==> src/rtl/fifo_1w_2r.sv <==
// One-write / pair-read FIFO with occupancy, full, pair-available and sticky overflow flags.
// Optional single-entry flush pop enabled by defining FIFO_1W2R_FLUSH_EN.
module fifo_1w_2r #(
  parameter int DATA_WIDTH    = 65,
  parameter int ADDRESS_WIDTH = 3,
  parameter int FIFO_DEPTH    = 1 << ADDRESS_WIDTH
) (
  input  logic                     Clk,
  input  logic                     Reset_n,
  input  logic                     Clear_in,
  input  logic                     stall,
  input  logic [DATA_WIDTH-1:0]    Data_in,
  input  logic                     WriteEn_in,
  output logic                     Full_out,
  input  logic                     ReadEn_in,
  input  logic                     Flush_in,
  output logic [DATA_WIDTH-1:0]    Data_out_1,
  output logic [DATA_WIDTH-1:0]    Data_out_2,
  output logic                     Data_valid,
  output logic                     Data_valid_2,
  output logic                     Empty_out,
  output logic [ADDRESS_WIDTH:0]   Count_out,
  output logic                     Overflow_out
);

  localparam int CW = ADDRESS_WIDTH + 1;

  logic [DATA_WIDTH-1:0]    mem [FIFO_DEPTH];
  logic [ADDRESS_WIDTH-1:0] wp;
  logic [ADDRESS_WIDTH-1:0] rp;
  logic [ADDRESS_WIDTH-1:0] rp_nxt;
  logic [CW-1:0]            count;
  logic [CW-1:0]            count_nxt;
  logic                     wr;
  logic                     rd2;
  logic                     rdf;

  // Flags decode the count register only, so no input reaches them combinationally.
  assign Full_out  = (count == CW'(FIFO_DEPTH));
  assign Empty_out = (count < CW'(2));
  assign Count_out = count;

  assign wr     = WriteEn_in & ~Full_out & ~stall;
  assign rd2    = ReadEn_in & ~Empty_out & ~stall;
  assign rp_nxt = rp + ADDRESS_WIDTH'(1);

`ifdef FIFO_1W2R_FLUSH_EN
  assign rdf = Flush_in & ~ReadEn_in & (count == CW'(1)) & ~stall;
`else
  logic unused_flush;
  assign unused_flush = Flush_in;
  assign rdf          = 1'b0;
`endif

  always_comb begin
    count_nxt = count;
    if (wr)  count_nxt = count_nxt + CW'(1);
    if (rd2) count_nxt = count_nxt - CW'(2);
    if (rdf) count_nxt = count_nxt - CW'(1);
  end

  // Storage has no reset; clear/reset only moves the pointers.
  always_ff @(posedge Clk) begin
    if (wr) mem[wp] <= Data_in;
  end

  always_ff @(posedge Clk or negedge Reset_n) begin
    if (!Reset_n) begin
      wp           <= '0;
      rp           <= '0;
      count        <= '0;
      Data_out_1   <= '0;
      Data_out_2   <= '0;
      Data_valid   <= 1'b0;
      Data_valid_2 <= 1'b0;
      Overflow_out <= 1'b0;
    end else if (Clear_in) begin
      wp           <= '0;
      rp           <= '0;
      count        <= '0;
      Data_out_1   <= '0;
      Data_out_2   <= '0;
      Data_valid   <= 1'b0;
      Data_valid_2 <= 1'b0;
      Overflow_out <= 1'b0;
    end else begin
      count        <= count_nxt;
      Data_valid   <= rd2 | rdf;
      Data_valid_2 <= rd2;
      if (wr) wp <= wp + ADDRESS_WIDTH'(1);
      if (rd2) begin
        Data_out_1 <= mem[rp];
        Data_out_2 <= mem[rp_nxt];
        rp         <= rp + ADDRESS_WIDTH'(2);
      end else if (rdf) begin
        Data_out_1 <= mem[rp];
        Data_out_2 <= '0;
        rp         <= rp_nxt;
      end
      if (WriteEn_in & Full_out & ~stall) Overflow_out <= 1'b1;
    end
  end

endmodule

==> config.mk <==
export PLATFORM = sky130hd
export DESIGN_NAME = fifo_1w_2r
export DESIGN_NICKNAME = d
export VERILOG_FILES = /design/src/rtl/fifo_1w_2r.sv
export SDC_FILE = /design/constraint.sdc
export NUM_CORES = 1
export LEC_CHECK = 0
export CAP_MARGIN = 10
export CORE_ASPECT_RATIO = 1.2
export CORE_MARGIN = 5
export CORE_UTILIZATION = 35
export CTS_BUF_LIST = sky130_fd_sc_hd__clkbuf_4 sky130_fd_sc_hd__clkbuf_8 sky130_fd_sc_hd__clkbuf_16
export DETAILED_ROUTE_END_ITERATION = 16
export PLACE_DENSITY_LB_ADDON = 0.25
export SETUP_SLACK_MARGIN = 0.5
export SLEW_MARGIN = 30
export SYNTH_ARGS = -nofsm -noshare
export SYNTH_HDL_FRONTEND = slang
export SYNTH_SLANG_ARGS = --single-unit
==> constraint.sdc <==
create_clock -name Clk -period 12.1 [get_ports Clk]
set_clock_uncertainty 0.2 [all_clocks]
set_input_delay 2.42 -clock Clk [delete_from_list [all_inputs] [get_ports Clk]]
set_output_delay 2.42 -clock Clk [all_outputs]
set_load 0.005 [all_outputs]
==> results of run 1 <==
[final timing paths]
path | from | to | slack (ns)
setup / recovery | Count_out[1]$_DFF_PN0_ | Full_out | 6.98
hold / removal | Data_out_1[57]$_DFFE_PN0P_ | Data_out_1[57]$_DFFE_PN0P_ | 0.30
max in group asynchronous | Reset_n | Data_out_1[44]$_DFFE_PN0P_ | 9.00
hold reg to reg | Data_out_1[57]$_DFFE_PN0P_ | Data_out_1[57]$_DFFE_PN0P_ | 0.30
setup reg to reg | rp[1]$_DFFE_PN0P_ | Data_out_2[64]$_DFFE_PN0P_ | 8.81
min in group asynchronous | Reset_n | Data_out_2[3]$_DFFE_PN0P_ | 1.50
[layout make-up]
class	instances	area share, %
Antenna cell	2	0.0170
Clock buffer	98	6.89
Clock inverter	28	0.913
Inverter	4	0.0510
Multi-Input combinational cell	313	15.3
Sequential cell	661	65.0
Tap cell	909	3.86
Timing Repair Buffer	237	7.98
[Yosys cell counts (all sizes together), types with 3 or more instances]
master and n:
a22o 130, nor3 3, xnor2 3, ha 4, clkbuf 18, a21oi 5, nor2 12, buf 44
nand2 5, nand3 3, edfxtp 520, mux4 130, inv 4, dfrtp 141
[placed cells by master, fill, tap and decap left out, types with 6 or more instances in the layout]
master,count
a22o_1,130
buf_4,22
clkbuf_16,71
clkbuf_4,19
clkbuf_8,8
clkdlybuf4s50_1,208
clkinv_1,10
clkinv_2,6
dfrtp_1,139
edfxtp_1,520
mux4_2,130
nor2_4,7
[stage by stage]
step | power, mW | utilization (%)
floorplan | 2.67 | -
global placement | 2.79 | 39.8
detailed placement | 2.80 | 39.9
CTS | 4.93 | 43.3
global route | 5.05 | 43.3
finish | 4.86 | 43.3
[registers in the layout, indices dropped and copies added (netlist names)]
| signal | count |
|---|---|
| Count_out | 4 |
| Data_valid_2 | 1 |
| rp | 2 |
| Data_out_1 | 65 |
| Overflow_out | 1 |
| mem | 520 |
| Data_out_2 | 65 |
| wp | 3 |
[worst max-delay path: stages, from the launching register on]
cell             delay (ns)
dfrtp_1                0.46
inv_1                  0.09
ha_1                   0.16
nand3b_1               0.26
inv_1                  0.20
clkdlybuf4s50_1        0.73
[metal layers]
metal	vias up	routed length [µm]	global-route usage (%)	share of wire (%)
li1	4857	-	-	-
met1	6039	24300	20.1	45
met2	264	26400	23.6	49
met3	77	2250	2.86	4.1
met4	2	1230	5.16	2.3
met5	-	13	0	0.024
[kinds of logic after synthesis]
kind of cell    count (synthesis)  share of synthesized area, %
flops                         661                          80.0
compound gates                136                          4.90
mux                           134                          12.4
buf+inv                        66                          1.52
simple gates                   34                         0.836
xor+xnor                        5                         0.183
fa+ha+maj                       4                         0.209
[report_power, final]
group	switching, mW	leakage (nW)	internal, mW
Clock	0.853	1.14	1.26
Combinational	0.116	2.16	0.114
Sequential	0.0209	6.65	2.49
==> impl_metrics.env, run 1 <==
export IMPL_yosysTopAreaCell="edfxtp_1"
export IMPL_drive_above_1_share_pct=21.9
export IMPL_fp_dieW_um=249
export IMPL_first_pass_iters=4
export IMPL_finalInstanceArea_um2=29500
export IMPL_track_usage_pct=14.6
export IMPL_place_area_um2=27100
export IMPL_portBuffers=209
export IMPL_syn_mean_instance_area_um2=23.0
export IMPL_cts_sinks=661
export IMPL_ys_flop_type="edfxtp_1"
export IMPL_drt_iter0_markers=701
export IMPL_grt_max_degree=76
export IMPL_rsz0062_at_grt="no"
export IMPL_cts_hold_buf=0
export IMPL_drv_slew=0
export IMPL_postCtsResizedCells=0
export IMPL_rows=105
export IMPL_coreArea_um2=68100
export IMPL_wirelength_mm=54.2
export IMPL_hold_path_class="reg2reg"
export IMPL_final_hold_violation_count=0
export IMPL_synth_edff_count=520
export IMPL_multi_input_area_um2=4500
export IMPL_setup_tns_ns=0
export IMPL_fp_dieH_um=297
export IMPL_pin_count=211
export IMPL_irDropWorstVdd_v=0.000104
export IMPL_period_share_pct=42.3
export IMPL_ctsHtreeMaxLevel=3
export IMPL_grt_pass1_vias=12100
export IMPL_place_inst=2124
export IMPL_preCtsSetupSlack_ns=6.36
export IMPL_slew_limit_headroom_pct=39.0
export IMPL_drv_cap=0
export IMPL_register_area_um2=19200
export IMPL_postSynthCellCount=1040
export IMPL_grt_pass1_wl_mm=81.1
export IMPL_fmax_mhz=195
export IMPL_cts_tree="done"
export IMPL_vias=11200
export IMPL_critPathMaxFanout=6
export IMPL_synth_seq_cells=661
export IMPL_async_flop_share_pct=21.3
export IMPL_syn_num_nets=1116
export IMPL_viasPerCell=4.99
export IMPL_crit_required_ns=9.48
export IMPL_syn_area_um2=23900
export IMPL_critPathKind="reg2out"
export IMPL_reg2reg_depth=4
export IMPL_yosys_top_cells_area="edfxtp_1 65%, dfrtp_1 15%, mux4_2 12%, a22o_1 4.8%, buf_2 0.67%"
export IMPL_hpwlAfterDp_mm=28.8
export IMPL_fin_crit_ns=5.12
export IMPL_cp_arrival_ns=2.50
export IMPL_worstMarginPinSlew_ns=0.915
export IMPL_overflow=0
export IMPL_seq_area_frac_synth_pct=80.0
export IMPL_dieArea_um2=73800
export IMPL_holdWs_ns=0.302
export IMPL_p_per_area_nw_per_um2=165
export IMPL_start_util_pct=35.2
export IMPL_p_leak_nw=9.96
export IMPL_drc=0
export IMPL_finalSetupViolCount=0
export IMPL_final_cells=2252
export IMPL_endpoint_kind="output pin"
export IMPL_final_nets=1362
export IMPL_yosysWarnings=0
export IMPL_status="complete, no violations"
export IMPL_clockBufferDepth=3
export IMPL_post_cts_buffers=0
export IMPL_clk_latency_ns=0.60
export IMPL_setup_ws_ns=6.98
export IMPL_critPathLaunchType="flop"
export IMPL_antenna_found_initial=3
export IMPL_clk_pin_slew_worst_paths_ns=0.06
export IMPL_wl_per_cell_um=24.1
export IMPL_synth_distinct_cells=32
export IMPL_cts_root_buf="clkbuf_16"
export IMPL_synth_top_cell_area_share_pct=65.2
export IMPL_hold_path_depth=1
export IMPL_syn_to_final_growth_pct=23.0
export IMPL_cts_buffers=69
export IMPL_detail_route_antenna_nets=0
export IMPL_gp_congestion=0.691
export IMPL_nFillCells=5940
Power figures use the tool's default switching activity.
==> run 2, diff against run 1 <==
==> constraint.sdc (replaced) <==
create_clock -name Clk -period 4.85 [get_ports Clk]
set_clock_uncertainty 0.2 [all_clocks]
set_input_delay 0.97 -clock Clk [delete_from_list [all_inputs] [get_ports Clk]]
set_output_delay 0.97 -clock Clk [all_outputs]
set_load 0.005 [all_outputs]
==> impl_metrics.env, run 2 (synthesized netlist as in run 1, its figures left out) <==
export IMPL_drv_slew=0
export IMPL_final_cell_mix="520 x edfxtp_1, 208 x clkdlybuf4s50_1, 139 x dfrtp_1, 130 x mux4_2, 130 x a22o_1"
export IMPL_coreArea_um2=68100
export IMPL_slew_limit_headroom_pct=42.8
export IMPL_fp_dieW_um=249
export IMPL_p_per_area_nw_per_um2=403
export IMPL_irDropWorstVdd_v=0.000286
export IMPL_grt_max_degree=131
export IMPL_worstMarginPinSlew_ns=0.858
export IMPL_rsz0062_at_grt="no"
export IMPL_cts_root_buf="clkbuf_16"
export IMPL_dieArea_um2=73800
export IMPL_final_nets=1351
export IMPL_final_cells=2237
export IMPL_p_leak_nw=9.88
export IMPL_track_usage_pct=14.3
export IMPL_crit_required_ns=4.88
export IMPL_clockBufferDepth=3
export IMPL_ctsHtreeMaxLevel=2
export IMPL_cts_tree="done"
export IMPL_fin_crit_ns=3.57
export IMPL_post_cts_buffers=0
export IMPL_cts_sinks=661
export IMPL_vias=11200
export IMPL_largest_register="mem"
export IMPL_cp_arrival_ns=3.60
export IMPL_grt_pass1_vias=12000
export IMPL_overflow=0
export IMPL_wl_per_cell_um=23.9
export IMPL_reg2reg_from="Count_out[1]$_DFF_PN0_"
export IMPL_r2r_slack_ns=1.88
export IMPL_drv_cap=0
export IMPL_viasPerCell=5.01
export IMPL_drt_iter0_markers=650
export IMPL_hold_path_class="in2async"
export IMPL_portBuffers=209
export IMPL_fp_dieH_um=297
export IMPL_clk_latency_ns=0.60
export IMPL_grt_pass1_wl_mm=80.3
export IMPL_rows=105
export IMPL_largest_reg_flops=520
export IMPL_first_pass_iters=4
export IMPL_place_inst=2121
export IMPL_critPathLaunchType="input pin"
export IMPL_syn_to_final_growth_pct=22.7
export IMPL_reg_top3="mem x520, Data_out_1 x65, Data_out_2 x65"
export IMPL_final_hold_violation_count=0
export IMPL_setup_tns_ns=0
export IMPL_antenna_cells=0
export IMPL_pin_count=211
export IMPL_endpoint_kind="flop"
export IMPL_critPathKind="in2reg"
export IMPL_period_share_pct=73.6
export IMPL_layout_commonest_cell="edfxtp_1"
export IMPL_status="complete, no violations"
export IMPL_wirelength_mm=53.5
export IMPL_finalSetupViolCount=0
export IMPL_holdWs_ns=0.131
export IMPL_hpwlAfterDp_mm=29.8
export IMPL_detail_route_antenna_nets=0
export IMPL_clk_pin_slew_worst_paths_ns=0.06
export IMPL_critPathMaxFanout=28
export IMPL_total_power_mw=11.8
export IMPL_antenna_found_initial=3
export IMPL_cts_buffers=61
export IMPL_postCtsResizedCells=0
export IMPL_cts_hold_buf=0
export IMPL_start_util_pct=35.2
export IMPL_drive_above_1_share_pct=21.6
export IMPL_gp_congestion=0.703
export IMPL_startpoint="stall"
export IMPL_fmax_mhz=280
export IMPL_drc=0
-- run 2: cell count changes in the layout (fill, tap and decap cells not counted), moves of 2 or more --
cell       previous run  this run
buf_4                22        14
clkinv_8              2         0
clkinv_2              6        15
nor3_4                1         3
clkbuf_16            71        66
buf_12                1        11
buf_6                 5         1
diode_2               2         0
nor3_2                2         0
clkbuf_4             19        10
clkinv_1             10         4
-- run 2: critical path, cell delays in order --
cell and delay [ns]:
clkdlybuf4s50_1 0.49, nor2b_1 0.67, nand2_1 0.32, or2_2 0.47
nor3_4 0.20, buf_4 0.46
-- run 2: stage by stage --
stage	setup WS [ns]	util [%]	cell area, µm²
4_1_cts	1.30	43.2	29400
2_1_floorplan	-0.369	-	24000
3_5_place_dp	0.746	40.0	27200
6_report	1.28	43.2	29400
5_1_grt	1.14	43.2	29400
3_3_place_gp	0.785	40.0	27200
-- run 2: layout make-up --
class | count | area [µm²]
timing repair buffer | 234 | 2420
clock inverter | 33 | 313
multi-input combinational | 313 | 4510
sequential | 661 | 19200
inverter | 4 | 15.0
fill | 5940 | 38700
clock buffer | 83 | 1820
tap | 909 | 1140
-- run 2: layer usage --
metal / share of wire, % / track usage, %
met1: 44 / 19.2
met2: 49 / 24.2
met3: 4.9 / 3.27
met4: 1.9 / 3.53
met5: 0.088 / 0
-- run 2: power by group --
part	internal (mW)	total [mW]	leakage (nW)	switching, mW
clock network	2.91	4.98	1.07	2.07
logic	0.290	0.578	2.16	0.288
registers	6.21	6.27	6.65	0.0600
total	9.41	11.8	9.88	2.42
-- run 2: worst paths after layout --
| check | cells after the start | to |
|---|---|---|
| max | 6 | mem[0][34]$_DFFE_PP_ |
| min | 1 | Data_out_1[2]$_DFFE_PN0P_ |
| max reg2reg | 7 | mem[0][34]$_DFFE_PP_ |
| min reg2reg | 1 | Data_out_2[32]$_DFFE_PN0P_ |
| max in group asynchronous | 2 | Data_out_1[39]$_DFFE_PN0P_ |
| min in group Clk | 1 | Data_out_2[32]$_DFFE_PN0P_ |
==> run 3, diff against run 2 <==
==> constraint.sdc (replaced) <==
create_clock -name Clk -period 3.2 [get_ports Clk]
set_clock_uncertainty 0.2 [all_clocks]
set_input_delay 0.64 -clock Clk [delete_from_list [all_inputs] [get_ports Clk]]
set_output_delay 0.64 -clock Clk [all_outputs]
set_load 0.005 [all_outputs]
==> impl_metrics.env, run 3 (synthesized netlist as in run 1, its figures left out) <==
export IMPL_status="complete, no violations"
export IMPL_gp_congestion=0.693
export IMPL_clk_latency_ns=0.59
export IMPL_hpwlAfterDp_mm=31.0
export IMPL_drt_iter0_markers=662
export IMPL_critPathKind="reg2out"
export IMPL_clkPwrFrac_pct=43.3
export IMPL_path_cells="buf_12, buf_4, clkdlybuf4s50_1"
export IMPL_syn_to_final_growth_pct=25.2
export IMPL_portBuffers=209
export IMPL_place_inst=2139
export IMPL_worstMarginPinSlew_ns=0.898
export IMPL_rows=105
export IMPL_period_share_pct=81.0
export IMPL_vias=11200
export IMPL_switching_share_pct=20.0
export IMPL_track_usage_pct=14.3
export IMPL_p_seq_share_pct=51.6
export IMPL_dieArea_um2=73800
export IMPL_viasPerCell=4.94
export IMPL_ctsHtreeMaxLevel=3
export IMPL_combinationalPowerShare_pct=5.1
export IMPL_clockBufferDepth=3
export IMPL_pin_count=211
export IMPL_critPathMaxFanout=4
export IMPL_drive_above_1_share_pct=23.3
export IMPL_slew_limit_headroom_pct=40.2
export IMPL_final_cells=2269
export IMPL_irDropWorstVdd_v=0.000316
export IMPL_detail_route_antenna_nets=0
export IMPL_hold_path_class="reg2reg"
export IMPL_reg2reg_depth=8
export IMPL_p_leak_nw=10.1
export IMPL_fmax_mhz=386
export IMPL_preCtsSetupSlack_ns=0.154
export IMPL_critPathSlowestCell="clkdlybuf4s50_1"
export IMPL_final_nets=1381
export IMPL_fin_crit_ns=2.59
export IMPL_antenna_found_initial=4
export IMPL_setup_ws_ns=0.608
export IMPL_cts_sinks=661
export IMPL_worst_path_stages=3
export IMPL_drc=0
export IMPL_clk_pin_slew_worst_paths_ns=0.06
export IMPL_cts_buffers=68
export IMPL_internal_power_mw=14.7
export IMPL_final_hold_violation_count=0
export IMPL_final_cell_mix="520 x edfxtp_1, 206 x clkdlybuf4s50_1, 138 x dfrtp_1, 130 x mux4_2, 130 x a22o_1"
export IMPL_cts_tree="done"
export IMPL_cp_arrival_ns=1.75
export IMPL_drv_cap=0
export IMPL_p_sw_mw=3.68
export IMPL_endpoint_kind="output pin"
export IMPL_p_per_area_nw_per_um2=614
export IMPL_setup_tns_ns=0
export IMPL_grt_pass1_wl_mm=80.0
export IMPL_path_buf_inv=3
export IMPL_wl_per_cell_um=23.3
export IMPL_first_pass_iters=5
export IMPL_grt_pass1_vias=12100
export IMPL_fp_dieW_um=249
export IMPL_largest_register="mem"
export IMPL_wirelength_mm=52.8
export IMPL_hold_path_depth=1
export IMPL_start_util_pct=35.2
export IMPL_fp_dieH_um=297
export IMPL_grt_max_degree=67
export IMPL_largest_reg_flops=520
export IMPL_cts_root_buf="clkbuf_16"
export IMPL_rsz0062_at_grt="no"
export IMPL_overflow=0
export IMPL_crit_required_ns=2.36
export IMPL_drv_slew=0
export IMPL_finalSetupViolCount=0
export IMPL_slowest_delay_ns=0.46
export IMPL_coreArea_um2=68100
export IMPL_reg_top3="mem x520, Data_out_1 x65, Data_out_2 x65"
export IMPL_critPathLaunchType="flop"
export IMPL_layout_commonest_cell="edfxtp_1"
export IMPL_path_delay_family="buffers and inverters"
[run 3: what timing repair did]
item	in CTS	in global routing
resized for setup	4	0
buffers inserted	4	0
hold buffers	1	0
endpoints found under the hold margin	59	0
endpoints found under the setup margin	2	0
[run 3: final timing paths]
kind | start | endpoint | slack (ns)
max reg2reg | Count_out[1]$_DFF_PN0_ | mem[0][60]$_DFFE_PP_ | 0.75
min reg2reg | Data_out_2[40]$_DFFE_PN0P_ | Data_out_2[40]$_DFFE_PN0P_ | 0.30
min in group asynchronous | Reset_n | Data_out_1[23]$_DFFE_PN0P_ | 0.44
max in group asynchronous | Reset_n | Data_out_1[31]$_DFFE_PN0P_ | 1.55
max | Count_out[1]$_DFF_PN0_ | Count_out[1] | 0.61
min | Data_out_2[40]$_DFFE_PN0P_ | Data_out_2[40]$_DFFE_PN0P_ | 0.30
[run 3: final cells by class]
| type | count | area, µm² |
|---|---|---|
| inverters | 4 | 15.0 |
| fillers | 5848 | 38100 |
| diodes | 2 | 5.00 |
| multi-input cells | 313 | 4520 |
| clock inverters | 21 | 173 |
| clock buffers | 102 | 2120 |
| repair buffers | 257 | 2840 |
| flip-flops and latches | 661 | 19200 |
| well taps | 909 | 1140 |
[run 3: worst register-to-register path: stages, from the launching register on]
cell and delay, ns:
dfrtp_2 0.39, inv_1 0.05, ha_2 0.18, nand3b_1 0.10, buf_4 0.16, nand2_4 0.08, or2_4 0.32, nor3_4 0.30
buf_12 0.29
[run 3: power by group through the flow]
stage                     clock [mW]  combinational [mW]  sequential, mW
after global placement             0               0.929            9.67
final                           7.96               0.931            9.50
after CTS                       8.19               0.959            9.50
after floorplan                    0               0.431            9.65
after global routing            8.54                1.01            9.51
after detailed placement           0               0.942            9.68
[run 3: per-layer routing]
metal | global-route usage [%] | routed length, µm
met1 | 19.2 | 23100
met2 | 23.8 | 26200
met3 | 3.17 | 2610
met4 | 4.21 | 966
met5 | 0 | 27
[run 3: stage by stage]
step	instance area (µm²)	hold WS, ns	util (%)	power [mW]
5_1_grt	30000	0.314	44.0	19.1
3_5_place_dp	27600	0.290	40.6	10.6
3_3_place_gp	27600	0.290	40.6	10.6
2_1_floorplan	24000	0.144	-	10.1
4_1_cts	30000	0.307	44.0	18.6
6_report	30000	0.300	44.0	18.4
